`src/rtl/adc_frame_sequencer.sv`:
```
`timescale 1ns / 1ps
// Frame sequencer for the SPI ADC front end. It arms a 64-sample capture (one-shot or
// periodic), detects buffer-full, and drains the buffer into a valid/ready stream.
module adc_frame_sequencer #(
    parameter int unsigned N_SAMPLES = 64,
    parameter int unsigned ADDR_W    = 6,
    parameter int unsigned PERIOD_W  = 24,
    parameter int unsigned TMO_W     = 20
) (
    input  logic                clk_i,
    input  logic                rst_i,
    input  logic                ctrl_en_i,
    input  logic                start_i,
    input  logic                continuous_i,
    input  logic [PERIOD_W-1:0] frame_period_i,
    input  logic [TMO_W-1:0]    timeout_limit_i,
    input  logic [15:0]         clk_div_cfg_i,
    input  logic                err_clr_i,
    output logic                adc_enable_o,
    output logic [15:0]         adc_clk_div_o,
    input  logic                adc_samples_valid_i,
    output logic [ADDR_W-1:0]   adc_sample_addr_o,
    input  logic [15:0]         adc_sample_data_i,
    output logic [15:0]         m_data_o,
    output logic                m_valid_o,
    input  logic                m_ready_i,
    output logic                m_last_o,
    output logic                busy_o,
    output logic                frame_done_o,
    output logic [15:0]         frame_cnt_o,
    output logic                timeout_err_o,
    output logic                overrun_o
);
    typedef enum logic [1:0] {IDLE, ACQ, RD, OUT} state_t;

    localparam logic [ADDR_W-1:0] LAST_ADDR = ADDR_W'(N_SAMPLES - 1);

    state_t              state_q, state_d;
    logic                en_q, en_d;
    logic [15:0]         div_q, div_d;
    logic [ADDR_W-1:0]   addr_q, addr_d;
    logic [15:0]         data_q, data_d;
    logic                valid_q, valid_d;
    logic                last_q, last_d;
    logic                done_q, done_d;
    logic [15:0]         cnt_q, cnt_d;
    logic                tmo_err_q, tmo_err_d;
    logic                ovr_q, ovr_d;
    logic [TMO_W-1:0]    tmo_cnt_q, tmo_cnt_d;
    logic [PERIOD_W-1:0] per_cnt_q, per_cnt_d;
    logic                sv_q, sv_edge_q;
    logic                per_expire, trigger, tmo_set, ovr_set;

    assign per_expire = continuous_i && (frame_period_i != '0)
                        && (per_cnt_q == frame_period_i - PERIOD_W'(1));
    assign trigger    = ctrl_en_i && (start_i || per_expire
                        || (continuous_i && (frame_period_i == '0)));

    always_comb begin
        state_d   = state_q;
        en_d      = en_q;
        div_d     = div_q;
        addr_d    = addr_q;
        data_d    = data_q;
        valid_d   = valid_q;
        last_d    = last_q;
        done_d    = 1'b0;
        cnt_d     = cnt_q;
        tmo_cnt_d = tmo_cnt_q;
        per_cnt_d = per_cnt_q;
        tmo_set   = 1'b0;
        ovr_set   = 1'b0;

        // The period timer free-runs in continuous mode and wraps on expiry.
        if (continuous_i) begin
            per_cnt_d = per_expire ? '0 : per_cnt_q + PERIOD_W'(1);
        end

        unique case (state_q)
            IDLE: begin
                if (trigger) begin
                    state_d   = ACQ;
                    en_d      = 1'b1;
                    div_d     = clk_div_cfg_i;
                    tmo_cnt_d = '0;
                    per_cnt_d = '0;
                end
            end
            ACQ: begin
                tmo_cnt_d = tmo_cnt_q + TMO_W'(1);
                if (sv_edge_q) begin
                    en_d    = 1'b0;
                    addr_d  = '0;
                    state_d = RD;
                end else if ((timeout_limit_i != '0)
                             && (tmo_cnt_q == timeout_limit_i - TMO_W'(1))) begin
                    tmo_set = 1'b1;
                    en_d    = 1'b0;
                    state_d = IDLE;
                end
            end
            RD: begin
                data_d  = adc_sample_data_i;
                valid_d = 1'b1;
                last_d  = (addr_q == LAST_ADDR);
                state_d = OUT;
            end
            OUT: begin
                if (m_ready_i) begin
                    valid_d = 1'b0;
                    last_d  = 1'b0;
                    if (last_q) begin
                        done_d  = 1'b1;
                        cnt_d   = cnt_q + 16'd1;
                        state_d = IDLE;
                    end else begin
                        addr_d  = addr_q + ADDR_W'(1);
                        state_d = RD;
                    end
                end
            end
            default: state_d = IDLE;
        endcase

        if (per_expire && (state_q != IDLE)) begin
            ovr_set = 1'b1;
        end

        // Disable overrides everything: abandon the frame without counting it.
        if (!ctrl_en_i) begin
            state_d = IDLE;
            en_d    = 1'b0;
            valid_d = 1'b0;
            last_d  = 1'b0;
            addr_d  = '0;
            done_d  = 1'b0;
            cnt_d   = cnt_q;
        end

        tmo_err_d = tmo_set | (tmo_err_q & ~err_clr_i);
        ovr_d     = ovr_set | (ovr_q & ~err_clr_i);
    end

    always_ff @(posedge clk_i) begin
        if (rst_i) begin
            state_q   <= IDLE;
            en_q      <= 1'b0;
            div_q     <= 16'd4;
            addr_q    <= '0;
            data_q    <= '0;
            valid_q   <= 1'b0;
            last_q    <= 1'b0;
            done_q    <= 1'b0;
            cnt_q     <= '0;
            tmo_err_q <= 1'b0;
            ovr_q     <= 1'b0;
            tmo_cnt_q <= '0;
            per_cnt_q <= '0;
            sv_q      <= 1'b0;
            sv_edge_q <= 1'b0;
        end else begin
            state_q   <= state_d;
            en_q      <= en_d;
            div_q     <= div_d;
            addr_q    <= addr_d;
            data_q    <= data_d;
            valid_q   <= valid_d;
            last_q    <= last_d;
            done_q    <= done_d;
            cnt_q     <= cnt_d;
            tmo_err_q <= tmo_err_d;
            ovr_q     <= ovr_d;
            tmo_cnt_q <= tmo_cnt_d;
            per_cnt_q <= per_cnt_d;
            sv_q      <= adc_samples_valid_i;
            sv_edge_q <= adc_samples_valid_i & ~sv_q;
        end
    end

    assign adc_enable_o      = en_q;
    assign adc_clk_div_o     = div_q;
    assign adc_sample_addr_o = addr_q;
    assign m_data_o          = data_q;
    assign m_valid_o         = valid_q;
    assign m_last_o          = last_q;
    assign busy_o            = (state_q != IDLE);
    assign frame_done_o      = done_q;
    assign frame_cnt_o       = cnt_q;
    assign timeout_err_o     = tmo_err_q;
    assign overrun_o         = ovr_q;

endmodule

```
`config.mk`:
```
export PLATFORM = sky130hd
export DESIGN_NAME = adc_frame_sequencer
export DESIGN_NICKNAME = d
export VERILOG_FILES = /design/src/rtl/adc_frame_sequencer.sv
export SDC_FILE = /design/constraint.sdc
export NUM_CORES = 1
export LEC_CHECK = 0
export BUFFER_PORTS_ARGS = -buffer_cell sky130_fd_sc_hd__buf_2
export CORE_ASPECT_RATIO = 0.75
export CORE_MARGIN = 1.5
export CORE_UTILIZATION = 40
export CTS_BUF_LIST = sky130_fd_sc_hd__clkbuf_2
export DETAILED_ROUTE_END_ITERATION = 7
export PLACE_DENSITY = 0.69
export SYNTH_ARGS = -nofsm -noshare
export SYNTH_HDL_FRONTEND = slang
export SYNTH_SLANG_ARGS = --single-unit
```
`constraint.sdc`:
```
create_clock -name clk_i -period 8.6 [get_ports clk_i]
set_input_delay 1.29 -clock clk_i [delete_from_list [all_inputs] [get_ports clk_i]]
set_output_delay 1.29 -clock clk_i [all_outputs]
set_load 0.01 [all_outputs]
```
==> impl_metrics.yaml <==
clock_tree:
  hold_buffers: 0
  ctsResizeCount: 0
  clk_pin_slew_ns: 0.37
  cts_tree: "yes"
  cts_buffers: 9
  htreeDepth: 3
  clock_latency_ns: 0.62
  cts_max_path_buffers: 2
  cts_sinks: 108
  cts-root-buf: "clkbuf_2"
  cts_setup_buffers: 0
critical_path:
  crit_path_max_fanout: 24
  crit_path_start: "frame_period_i[7]"
  cp-start-kind: "input port"
  path_class: "input port to flip-flop"
  crit_chain: "buf_2 > nor4_2 > nand4b_1 > a2111oi_4 > o22ai_1 > nor4_2 > and4_1 > o211a_1 > mux2i_1"
  required_ns: 9.19
  cpPeakStageDelay_ns: 0.88
  reg2reg_from: "per_cnt_q[2]"
  crit_top_cell: "nor4_2"
  endpoint_kind: "flip-flop"
  critical_path_arrival_ns: 4.85
  cp_slowest_cell: "o211a_1"
run:
  max_cap_viol_count: 0
power_and_ir_drop:
  p_per_area_nw_per_um2: 123
  max-vdd-ir-drop_v: 0.0000633
  p_leak_nw: 2.77
  power_uw: 884
cells_and_area:
  fillCellCount: 1565
  final_common_cell: "buf_2"
  layout-drive-gt1-share: 0.196
  layout.core_utilization: 0.473
  syn_to_final_growth_pct: 15.6
  fin_nets: 984
  layout_common_cells: "144 x buf_2, 108 x dfxtp_1, 92 x nor2_1"
  design_area_um2: 7190
  antenna_cells: 0
timing:
  fin_skew_ns: 0.0494
  max_slew.worst_pin.slew_ns: 1.08
  clock.fmax_ghz: 0.234
  finalCriticalPeriod_ns: 4.27
  tns_ns: 0
  slew_violations: 0
  slew_headroom: 0.280
  finalHoldViolations: 0
  hold_slack_ns: 0.400
  finalCritPeriodShare: 0.496
  setup_violations: 0
  rsz0062_at_grt: "false"
detailed_routing:
  drtPass1Iterations: 5
  drtIter0Drc: 434
  routed_via_density: 5.24
  wl_um: 15300
  final_antenna_net_count: 0
  post_drt_wl_per_cell_um: 13.9
  drc: 0
  vias: 5778
floorplanning:
  rows: 39
  start_util: 0.409
  die_width_um: 147
  dieArea_um2: 16300
  pin_count: 145
  core_area_um2: 15200
  die_y_um: 111
global_route:
  antenna_found_initial: 0
  grt.total_usage: 0.189
  grt_pass1_wl_um: 25600
  grt_max_degree: 92
  grt_pass1_vias: 5242
  grt_overflow: 0
placement:
  portBuffers: 144
  hpwl_um: 11300
  gp_congestion: 0.906
  placed_cell_area_um2: 7050
synthesis:
  netlist_area_um2: 6220
  synth-seq-cells: 108
  yosys_warnings: 0
  synth_edf_count: 0
  synthFlopType: "dfxtp_1"
  async_flop_share: 0
  ys_types: 62
  postSynthAreaPerCell_um2: 8.07
  synth_nets: 862
  ys_seq_area_frac: 0.347
  synthesis.instances: 771
min_path:
  worstHoldStart: "sv_q"
  hold_path_class: "flip-flop to flip-flop"
run_status:
  outcome: "finished clean"
-- where the power goes --
part           switching, mW  internal [mW]
Clock                  0.203         0.0577
Combinational         0.0616         0.0466
Sequential           0.00503          0.510
Total                  0.270          0.614
-- synth_stat cells (2+ instances only) --
master / count / area share
a2111oi_0: 2 / 0.0028
a211oi_1: 4 / 0.0048
a21boi_0: 4 / 0.0048
a21o_1: 2 / 0.0024
a21oi_1: 38 / 0.031
a311oi_1: 9 / 0.013
a31oi_1: 9 / 0.0090
and3_1: 19 / 0.019
and3b_1: 2 / 0.0028
and4_1: 8 / 0.011
clkbuf_1: 32 / 0.019
dfxtp_1: 108 / 0.35
ha_1: 7 / 0.014
inv_1: 17 / 0.010
mux2_2: 2 / 0.0036
mux2i_1: 19 / 0.031
nand2_1: 78 / 0.047
nand2b_1: 40 / 0.040
nand3_1: 27 / 0.022
nand3b_1: 5 / 0.0060
nand4_1: 23 / 0.023
nand4b_1: 3 / 0.0042
nor2_1: 92 / 0.055
nor2b_1: 11 / 0.011
nor3_1: 28 / 0.023
nor3b_1: 4 / 0.0048
nor4_1: 14 / 0.014
nor4_2: 3 / 0.0060
nor4b_1: 2 / 0.0028
o211a_1: 2 / 0.0032
o211ai_1: 4 / 0.0048
o21a_1: 3 / 0.0036
o21ai_0: 15 / 0.012
o21bai_1: 2 / 0.0024
o22ai_1: 6 / 0.0060
o31a_1: 4 / 0.0056
o31ai_1: 3 / 0.0036
o41ai_1: 2 / 0.0028
or3_1: 4 / 0.0040
or4_1: 5 / 0.0060
xnor2_1: 45 / 0.063
xor2_1: 44 / 0.062
-- per-layer routing --
metal / global-route usage / wire, µm / vias to the layer above
li1: - / - / 2971
met1: 0.273 / 7710 / 2620
met5: 0 / 0 / -
met4: 0.0400 / 102 / 0
met2: 0.283 / 6310 / 179
met3: 0.0457 / 1190 / 8
-- per-stage QoR --
step                std cells  setup WS (ns)
floorplan                 771           4.74
global placement         1087           3.77
detailed placement       1087           3.66
CTS                      1103           4.40
global route             1103           4.03
finish                   1103           4.33
-- logic make-up (layout without fill, tap and decap cells) --
group,Yosys count,in the layout,share of synthesized area
AO/OA/AOI/OAI,121,121,0.133
XOR/XNOR,89,89,0.125
adder cells (fa/ha/maj),7,7,0.0141
buffers and inverters,53,180,0.0378
flip-flops,108,108,0.347
multiplexers,21,21,0.0342
AND/OR/NAND/NOR,372,372,0.309
-- path summary, 6_finish.rpt --
check	to	slack (ns)	cells after the start
hold reg to reg	sv_edge_q	0.40	1
setup reg to reg	adc_clk_div_o[10]	5.41	7
hold / removal	sv_edge_q	0.40	1
setup / recovery	adc_clk_div_o[10]	4.33	9
-- layout make-up --
cell class	count	area [µm²]	share of cell area
Clock inverter	7	98.8	0.0137
Clock buffer	9	45.0	0.00626
Multi-Input combinational cell	610	3820	0.532
Tap cell	205	256	0.0357
Timing Repair Buffer	147	743	0.103
Inverter	17	63.8	0.00887
Sequential cell	108	2160	0.301
-- worst max-delay path: cells and delay by family --
kind | cells | cell delay (ns)
buf+inv | 1 | 0.13
compound gates | 3 | 1.49
mux | 1 | 0.27
simple gates | 4 | 1.67
-- flip-flops by register name, indices dropped and copies added (netlist names) --
register           cells
m_data_o              16
adc_sample_addr_o      6
adc_enable_o           1
m_valid_o              1
per_cnt_q             24
state_q                2
adc_clk_div_o         16
frame_done_o           1
sv_edge_q              1
overrun_o              1
timeout_err_o          1
m_last_o               1
tmo_cnt_q             20
frame_cnt_o           16
sv_q                   1
(Power assumes the default switching activity.)
